===== src/rtl/rv32m_pkg.sv =====
// Shared definitions for the RV32M multiply/divide unit: op encodings, FSM states, widths.
package rv32m_pkg;

  localparam int XLEN  = 32;
  localparam int ITER  = 32;
  localparam int CNT_W = $clog2(ITER);

  localparam logic [2:0] F3_MUL    = 3'd0;
  localparam logic [2:0] F3_MULH   = 3'd1;
  localparam logic [2:0] F3_MULHSU = 3'd2;
  localparam logic [2:0] F3_MULHU  = 3'd3;
  localparam logic [2:0] F3_DIV    = 3'd4;
  localparam logic [2:0] F3_DIVU   = 3'd5;
  localparam logic [2:0] F3_REM    = 3'd6;
  localparam logic [2:0] F3_REMU   = 3'd7;

  localparam logic [XLEN-1:0] DIV0_QUOTIENT = {XLEN{1'b1}};
  localparam logic [XLEN-1:0] INT_MIN       = {1'b1, {(XLEN-1){1'b0}}};

  typedef enum logic [1:0] {
    IDLE   = 2'd0,
    CALC   = 2'd1,
    FINISH = 2'd2
  } state_t;

  // Bit 2 of funct3 separates the divide family from the multiply family.
  function automatic logic is_div_op(input logic [2:0] f3);
    return f3[2];
  endfunction

endpackage


===== src/rtl/muldiv_datapath.sv =====
// Combinational datapath: operand abs/sign capture, special-case results, one shift-add or
// restoring-divide step per call, and sign fixup / result selection on the stepped values.
module muldiv_datapath
  import rv32m_pkg::*;
(
  input  logic [2:0]        funct3,
  input  logic [XLEN-1:0]   operand_a,
  input  logic [XLEN-1:0]   operand_b,
  output logic [XLEN-1:0]   mag_a,
  output logic [XLEN-1:0]   mag_b,
  output logic              neg_res,
  output logic              neg_rem,
  output logic              fast,
  output logic [XLEN-1:0]   fast_result,
  input  logic [2:0]        op,
  input  logic              op_neg_res,
  input  logic              op_neg_rem,
  input  logic [XLEN-1:0]   op_mag_b,
  input  logic [2*XLEN-1:0] prod,
  input  logic [XLEN-1:0]   rem,
  output logic [2*XLEN-1:0] prod_nxt,
  output logic [XLEN-1:0]   rem_nxt,
  output logic [XLEN-1:0]   result
);

  logic            signed_a;
  logic            signed_b;
  logic            neg_a;
  logic            neg_b;
  logic            div0;
  logic            ovf;
  logic [XLEN:0]   sum;
  logic [XLEN:0]   part;
  logic [XLEN:0]   trial;
  logic            ge;
  logic [2*XLEN-1:0] prod_fix;
  logic [XLEN-1:0] quo_fix;
  logic [XLEN-1:0] rem_fix;

  // MUL is treated as signed*signed; its low half is identical either way.
  always_comb begin
    signed_a = (funct3 == F3_MUL) || (funct3 == F3_MULH) || (funct3 == F3_MULHSU) ||
               (funct3 == F3_DIV) || (funct3 == F3_REM);
    signed_b = (funct3 == F3_MUL) || (funct3 == F3_MULH) ||
               (funct3 == F3_DIV) || (funct3 == F3_REM);
    neg_a    = signed_a && operand_a[XLEN-1];
    neg_b    = signed_b && operand_b[XLEN-1];
    mag_a    = neg_a ? (~operand_a + 1'b1) : operand_a;
    mag_b    = neg_b ? (~operand_b + 1'b1) : operand_b;
    neg_res  = neg_a ^ neg_b;
    neg_rem  = neg_a;

    div0 = is_div_op(funct3) && (operand_b == '0);
    ovf  = ((funct3 == F3_DIV) || (funct3 == F3_REM)) &&
           (operand_a == INT_MIN) && (operand_b == {XLEN{1'b1}});
    fast = div0 || ovf;

    fast_result = '0;
    if (div0)
      fast_result = funct3[1] ? operand_a : DIV0_QUOTIENT;
    else if (ovf)
      fast_result = funct3[1] ? '0 : INT_MIN;
  end

  // Multiply: low half of prod holds the shrinking multiplier, high half accumulates.
  // Divide: low half of prod holds the dividend shifting out MSB-first and the quotient shifting in.
  always_comb begin
    sum      = {1'b0, prod[2*XLEN-1:XLEN]} + (prod[0] ? {1'b0, op_mag_b} : '0);
    part     = {rem, prod[XLEN-1]};
    trial    = part - {1'b0, op_mag_b};
    ge       = ~trial[XLEN];
    prod_nxt = '0;
    rem_nxt  = rem;
    if (is_div_op(op)) begin
      rem_nxt  = ge ? trial[XLEN-1:0] : part[XLEN-1:0];
      prod_nxt = {{XLEN{1'b0}}, prod[XLEN-2:0], ge};
    end else begin
      prod_nxt = {sum, prod[XLEN-1:1]};
    end
  end

  always_comb begin
    prod_fix = op_neg_res ? (~prod_nxt + 1'b1) : prod_nxt;
    quo_fix  = op_neg_res ? (~prod_nxt[XLEN-1:0] + 1'b1) : prod_nxt[XLEN-1:0];
    rem_fix  = op_neg_rem ? (~rem_nxt + 1'b1) : rem_nxt;
    case (op)
      F3_MUL:                     result = prod_fix[XLEN-1:0];
      F3_MULH, F3_MULHSU,
      F3_MULHU:                   result = prod_fix[2*XLEN-1:XLEN];
      F3_DIV, F3_DIVU:            result = quo_fix;
      default:                    result = rem_fix;
    endcase
  end

endmodule


===== src/rtl/muldiv_unit.sv =====
// Iterative RV32M unit: Done/write 33 cycles after Start (1 cycle for div-by-zero/overflow).
// One op in flight; Start is ignored while Busy, Flush aborts without writeback.
module muldiv_unit
  import rv32m_pkg::*;
(
  input  logic            CLK,
  input  logic            RST_N,
  input  logic            Start,
  input  logic [2:0]      Funct3,
  input  logic [XLEN-1:0] OperandA,
  input  logic [XLEN-1:0] OperandB,
  input  logic [4:0]      DestAddr,
  input  logic            Flush,
  output logic            Busy,
  output logic            Done,
  output logic            WriteEn,
  output logic [4:0]      WriteAddress,
  output logic [XLEN-1:0] WriteData
);

  localparam logic [CNT_W-1:0] CNT_INIT = CNT_W'(ITER - 1);

  state_t              state;
  logic [CNT_W-1:0]    cnt;
  logic [2:0]          op_q;
  logic [4:0]          rd_q;
  logic                neg_res_q;
  logic                neg_rem_q;
  logic [XLEN-1:0]     mag_b_q;
  logic [2*XLEN-1:0]   prod_q;
  logic [XLEN-1:0]     rem_q;
  logic                busy_q;
  logic                done_q;
  logic                wen_q;
  logic [4:0]          waddr_q;
  logic [XLEN-1:0]     wdata_q;

  logic [XLEN-1:0]     mag_a;
  logic [XLEN-1:0]     mag_b;
  logic                neg_res;
  logic                neg_rem;
  logic                fast;
  logic [XLEN-1:0]     fast_result;
  logic [2*XLEN-1:0]   prod_nxt;
  logic [XLEN-1:0]     rem_nxt;
  logic [XLEN-1:0]     result;

  muldiv_datapath u_datapath (
    .funct3      (Funct3),
    .operand_a   (OperandA),
    .operand_b   (OperandB),
    .mag_a       (mag_a),
    .mag_b       (mag_b),
    .neg_res     (neg_res),
    .neg_rem     (neg_rem),
    .fast        (fast),
    .fast_result (fast_result),
    .op          (op_q),
    .op_neg_res  (neg_res_q),
    .op_neg_rem  (neg_rem_q),
    .op_mag_b    (mag_b_q),
    .prod        (prod_q),
    .rem         (rem_q),
    .prod_nxt    (prod_nxt),
    .rem_nxt     (rem_nxt),
    .result      (result)
  );

  // Completion registers are loaded on the edge entering FINISH so they are valid with Done.
  always_ff @(posedge CLK or negedge RST_N) begin
    if (!RST_N) begin
      state     <= IDLE;
      cnt       <= '0;
      op_q      <= '0;
      rd_q      <= '0;
      neg_res_q <= 1'b0;
      neg_rem_q <= 1'b0;
      mag_b_q   <= '0;
      prod_q    <= '0;
      rem_q     <= '0;
      busy_q    <= 1'b0;
      done_q    <= 1'b0;
      wen_q     <= 1'b0;
      waddr_q   <= '0;
      wdata_q   <= '0;
    end else begin
      done_q <= 1'b0;
      wen_q  <= 1'b0;
      case (state)
        IDLE: begin
          if (Start && !Flush) begin
            op_q      <= Funct3;
            rd_q      <= DestAddr;
            neg_res_q <= neg_res;
            neg_rem_q <= neg_rem;
            mag_b_q   <= mag_b;
            prod_q    <= {{XLEN{1'b0}}, mag_a};
            rem_q     <= '0;
            busy_q    <= 1'b1;
            if (fast) begin
              state  <= FINISH;
              done_q <= 1'b1;
              if (DestAddr != 5'd0) begin
                wen_q   <= 1'b1;
                waddr_q <= DestAddr;
                wdata_q <= fast_result;
              end
            end else begin
              state <= CALC;
              cnt   <= CNT_INIT;
            end
          end
        end
        CALC: begin
          if (Flush) begin
            state  <= IDLE;
            busy_q <= 1'b0;
          end else begin
            prod_q <= prod_nxt;
            rem_q  <= rem_nxt;
            cnt    <= cnt - 1'b1;
            if (cnt == '0) begin
              state  <= FINISH;
              done_q <= 1'b1;
              if (rd_q != 5'd0) begin
                wen_q   <= 1'b1;
                waddr_q <= rd_q;
                wdata_q <= result;
              end
            end
          end
        end
        FINISH: begin
          state  <= IDLE;
          busy_q <= 1'b0;
        end
        default: begin
          state  <= IDLE;
          busy_q <= 1'b0;
        end
      endcase
    end
  end

  // A flush in the FINISH cycle still suppresses the pending completion.
  assign Busy         = busy_q;
  assign Done         = done_q && !Flush;
  assign WriteEn      = wen_q && !Flush;
  assign WriteAddress = waddr_q;
  assign WriteData    = wdata_q;

endmodule


===== config.mk =====
export PLATFORM = sky130hd
export DESIGN_NAME = muldiv_unit
export DESIGN_NICKNAME = d
export VERILOG_FILES = /design/src/rtl/rv32m_pkg.sv /design/src/rtl/muldiv_datapath.sv /design/src/rtl/muldiv_unit.sv
export SDC_FILE = /design/constraint.sdc
export NUM_CORES = 1
export LEC_CHECK = 0
export ABC_AREA = 1
export BUFFER_PORTS_ARGS = -buffer_cell sky130_fd_sc_hd__buf_2
export CAP_MARGIN = 10
export CORE_MARGIN = 1
export CORE_UTILIZATION = 45
export DETAILED_ROUTE_END_ITERATION = 6
export GPL_ROUTABILITY_DRIVEN = 0
export PLACE_DENSITY = 0.61
export REMOVE_ABC_BUFFERS = 1
export SLEW_MARGIN = 10
export SYNTH_ARGS = -nofsm -noshare
export SYNTH_HDL_FRONTEND = slang
export SYNTH_SLANG_ARGS = --single-unit

===== constraint.sdc =====
create_clock -name CLK -period 4.6 [get_ports CLK]
set_input_delay 0.46 -clock CLK [delete_from_list [all_inputs] [get_ports CLK]]
set_output_delay 0.46 -clock CLK [all_outputs]
set_load 0.1 [all_outputs]

==> results.txt <==
----------------------------------------------------
[Run status]
  Run status ... complete, no violations

[STA]
  RSZ-0062 raised after global routing ... true
  Final Max Slew Viols ... 0
  Setup TNS ... 0 ps
  Final Critical Period ... between 4000 and 5000 ps
  Final-layout worst hold slack ... approximately 190 ps
  Worst Setup Slack, final ... about 160 ps
  Slew at the pin closest to its max-slew limit ... roughly 800 ps
  Final period util ... 96.6%
  Worst clock skew on the final layout ... 20.2 ps
  Relative slew margins ... a little under half
  Maximum achievable frequency ... ~0.23 GHz
  Count of endpoints failing setup in the final report ... 0
  Number of endpoints with negative hold slack in the final report ... 0

[Synth]
  Share of the yosys chip area belonging to registers ... between 20% and 30%
  Yosys warnings ... 0
  Synth cell types ... 52
  Primary flip-flop cell chosen by synthesis mapping ... dfrtp_1
  Leading cell types by total area after synthesis ... dfrtp_1 25%, nand2_1 16%, inv_1 8.5%
  Netlist Area Pre-Place ... 18400 um2
  Number of instances in the synthesized netlist ... 3061
  Leading cell types by count after synthesis ... 795 x nand2_1, 415 x inv_1, 364 x nor2_1, 265 x o21ai_0, 222 x a21oi_1
  Post-Syn Area per Cell ... between 6 and 7 um2
  Library cell with the highest instance count after synthesis ... nand2_1
  FFs w/ async S/R, synth ... 100%
  Share of the synthesized area in the top cell type ... ~25%
  Number of flops mapped to enable cells by yosys ... 0
  Flip-flop and latch count after synthesis ... between 150 and 200
  Cell taking the most area after synthesis ... dfrtp_1

[Critical path]
  CP dominant cell by count ... nand2_4
  Sort of element at the end of the critical path ... register
  Sort of element at the start of the critical path ... register
  Kind of critical path ... reg2reg
  Cell at the slowest stage of the critical path ... dfrtp_1
  Worst path required time ... ~5100 ps
  Critical Path Max Stage Delay ... ~390 ps
  CP Data Arrival Time ... between 4000 and 5000 ps
  Crit path max fanout ... 7

[Finish]
  Final core utilization ... between 50% and 60%
  Share of post-route cells with drive strength above 1 ... between 10% and 20%
  Inserted Diodes ... 0
  Nets@finish ... around 3.3k
  Design area ... roughly 21000 um2
  Final cell count without fillers ... about 3.7k
  Area Overhead vs Synth ... 12.3%

[Power]
  Power Total ... ~18 mW
  Ratio of total power to cell area ... just under 900 nW/um2
  Leakage component of the power ... 10.5 nW
  Max IR drop VDD ... between 0.0005 and 0.0006 V

[Detailed routing]
  Number of detailed-routing iterations run before antenna repair ... 6
  Avg WL per Cell ... around 19 um
  Vias per Instance ... between 5 and 6
  Iter 0 DRT Violations ... just over 2k
  Count of unresolved DRC violations after routing ... 0
  Post-detailed-routing wire length ... around 70000 um
  Post-route ant nets ... 0
  Via count of the routed design ... 21.1k

[CTS]
  Root Buffer Master ... clkbuf_16
  CTS Sinks ... 185
  Maximum level of the CTS H-tree ... 4
  Worst-Skew Late Latency ... around 510 ps
  Max Root-Sink Buffers ... 2
  CTS tree ... built
  CTS clock-pin slew for the worst setup and hold paths ... 90 ps
  Num CTS Buffers ... 17

[Die]
  Die ar. ... roughly 42000 um2
  Number of top-level pins ... roughly 120
  Floorplan die width ... between 200 and 250 um
  Die span in y ... 204 um
  Starting Density ... between 40% and 50%
  Core Area ... about 40000 um2
  Cell Rows ... 73

[GRT]
  First-pass GRT wire length ... between 100000 and 150000 um
  Total global routing track utilization ... between 30 and 40%
  Number of global-route vias before repair ... approximately 20k
  Leftover overflow at the end of global routing ... 0
  Maximum number of pins on one net before global-route repair ... 87
  Number of antenna violations at the first check in global routing ... 1

[Place]
  Post-DP HPWL ... between 50000 and 60000 um
  Dpl cell area ... 19700 um2
  Setup slack after placement ... 111 ps
  Count of input and output buffers ... approximately 120
  Total placed cells including tap cells ... 3659

[Hold path]
  Worst hold path type ... in2reg

[Run]
  Max-capacitance violation count ... 0

----------------------------------------------------
## report_power, final
part           switching (mW)  internal (mW)
clock                   0.802          0.803
sequential              0.593           2.32
combinational            9.59           3.83
## final cells by class
type,count,area (um2)
Multi-Input combinational cell,2334,11900
Clock buffer,20,457
Fill cell,4264,19300
Timing Repair Buffer,197,1250
Clock inverter,12,149
Tap cell,525,657
Sequential cell,185,4640
Inverter,435,1640
## placed cells by master (no fill, tap or decap), types with 9 or more instances in the layout
cell type,instances
a21oi_1,216
a21oi_2,20
a31oi_1,11
buf_2,114
buf_4,76
clkbuf_16,17
dfrtp_1,182
ha_1,64
inv_1,414
inv_2,17
nand2_1,789
nand2_2,18
nand2_4,9
nand3_1,210
nand3_2,12
nand3b_1,17
nand4_1,33
nor2_1,355
nor2_2,11
nor2_4,9
nor3_1,44
o211ai_1,27
o21ai_0,264
o21ai_1,32
o21bai_1,11
o221ai_1,12
o22ai_1,30
xnor2_1,23
xor2_1,53
## critical path, delay by kind of cell, from the launching register on
family	cells	cell delay, ps
simple gates	29	2640
compound gates	2	440
flops	1	390
fa+ha+maj	3	670
buf+inv	4	230
## repair_timing
| action | CTS | global route |
|---|---|---|
| buffers inserted | 0 | 16 |
| resized for setup | 0 | 53 |
| endpoints found under the hold margin | 1 | 0 |
| hold buffers | 1 | 0 |
| endpoints found under the setup margin | 0 | 20 |
## registers in the layout (all words and copies together), names as in the netlist
register and cells:
prod_q 64, done_q 1, neg_res_q 1, op_q 3, Busy 1, rd_q 5
WriteAddress 5, WriteData 32, state 2, mag_b_q 32, cnt 5, wen_q 1
rem_q 32, neg_rem_q 1
## cell families after synthesis
logic type | Yosys count | share of synthesized area, %
buffers and inverters | 542 | 11.6
AND/OR/NAND/NOR | 1527 | 34.8
XOR/XNOR | 77 | 3.66
adder cells (fa/ha/maj) | 72 | 4.97
flip-flops | 185 | 25.1
AO/OA/AOI/OAI | 658 | 19.8
## final timing paths
kind	slack, ps	endpoint	cells after the start	startpoint
max reg2reg	160	WriteData[24]$_DFFE_PN0P_	38	prod_q[31]$_DFFE_PN0P_
min	190	rd_q[4]$_DFFE_PN0P_	3	DestAddr[4]
max in group asynchronous	2880	neg_rem_q$_DFFE_PN0P_	3	RST_N
max	160	WriteData[24]$_DFFE_PN0P_	38	prod_q[31]$_DFFE_PN0P_
min in group asynchronous	540	prod_q[49]$_DFFE_PN0P_	2	RST_N
min reg2reg	490	Busy$_DFFE_PN0P_	2	Busy$_DFFE_PN0P_
## metal layers
metal  track usage (%)  vias up  wire length (um)
met4              14.0        0              2580
met1              47.4     9832             30900
met2              51.3      924             30700
met3              7.64      150              6550
met5                 0        -                 0
li1                  -    10200                 -
No activity file was read; power rests on OpenSTA's default activity.
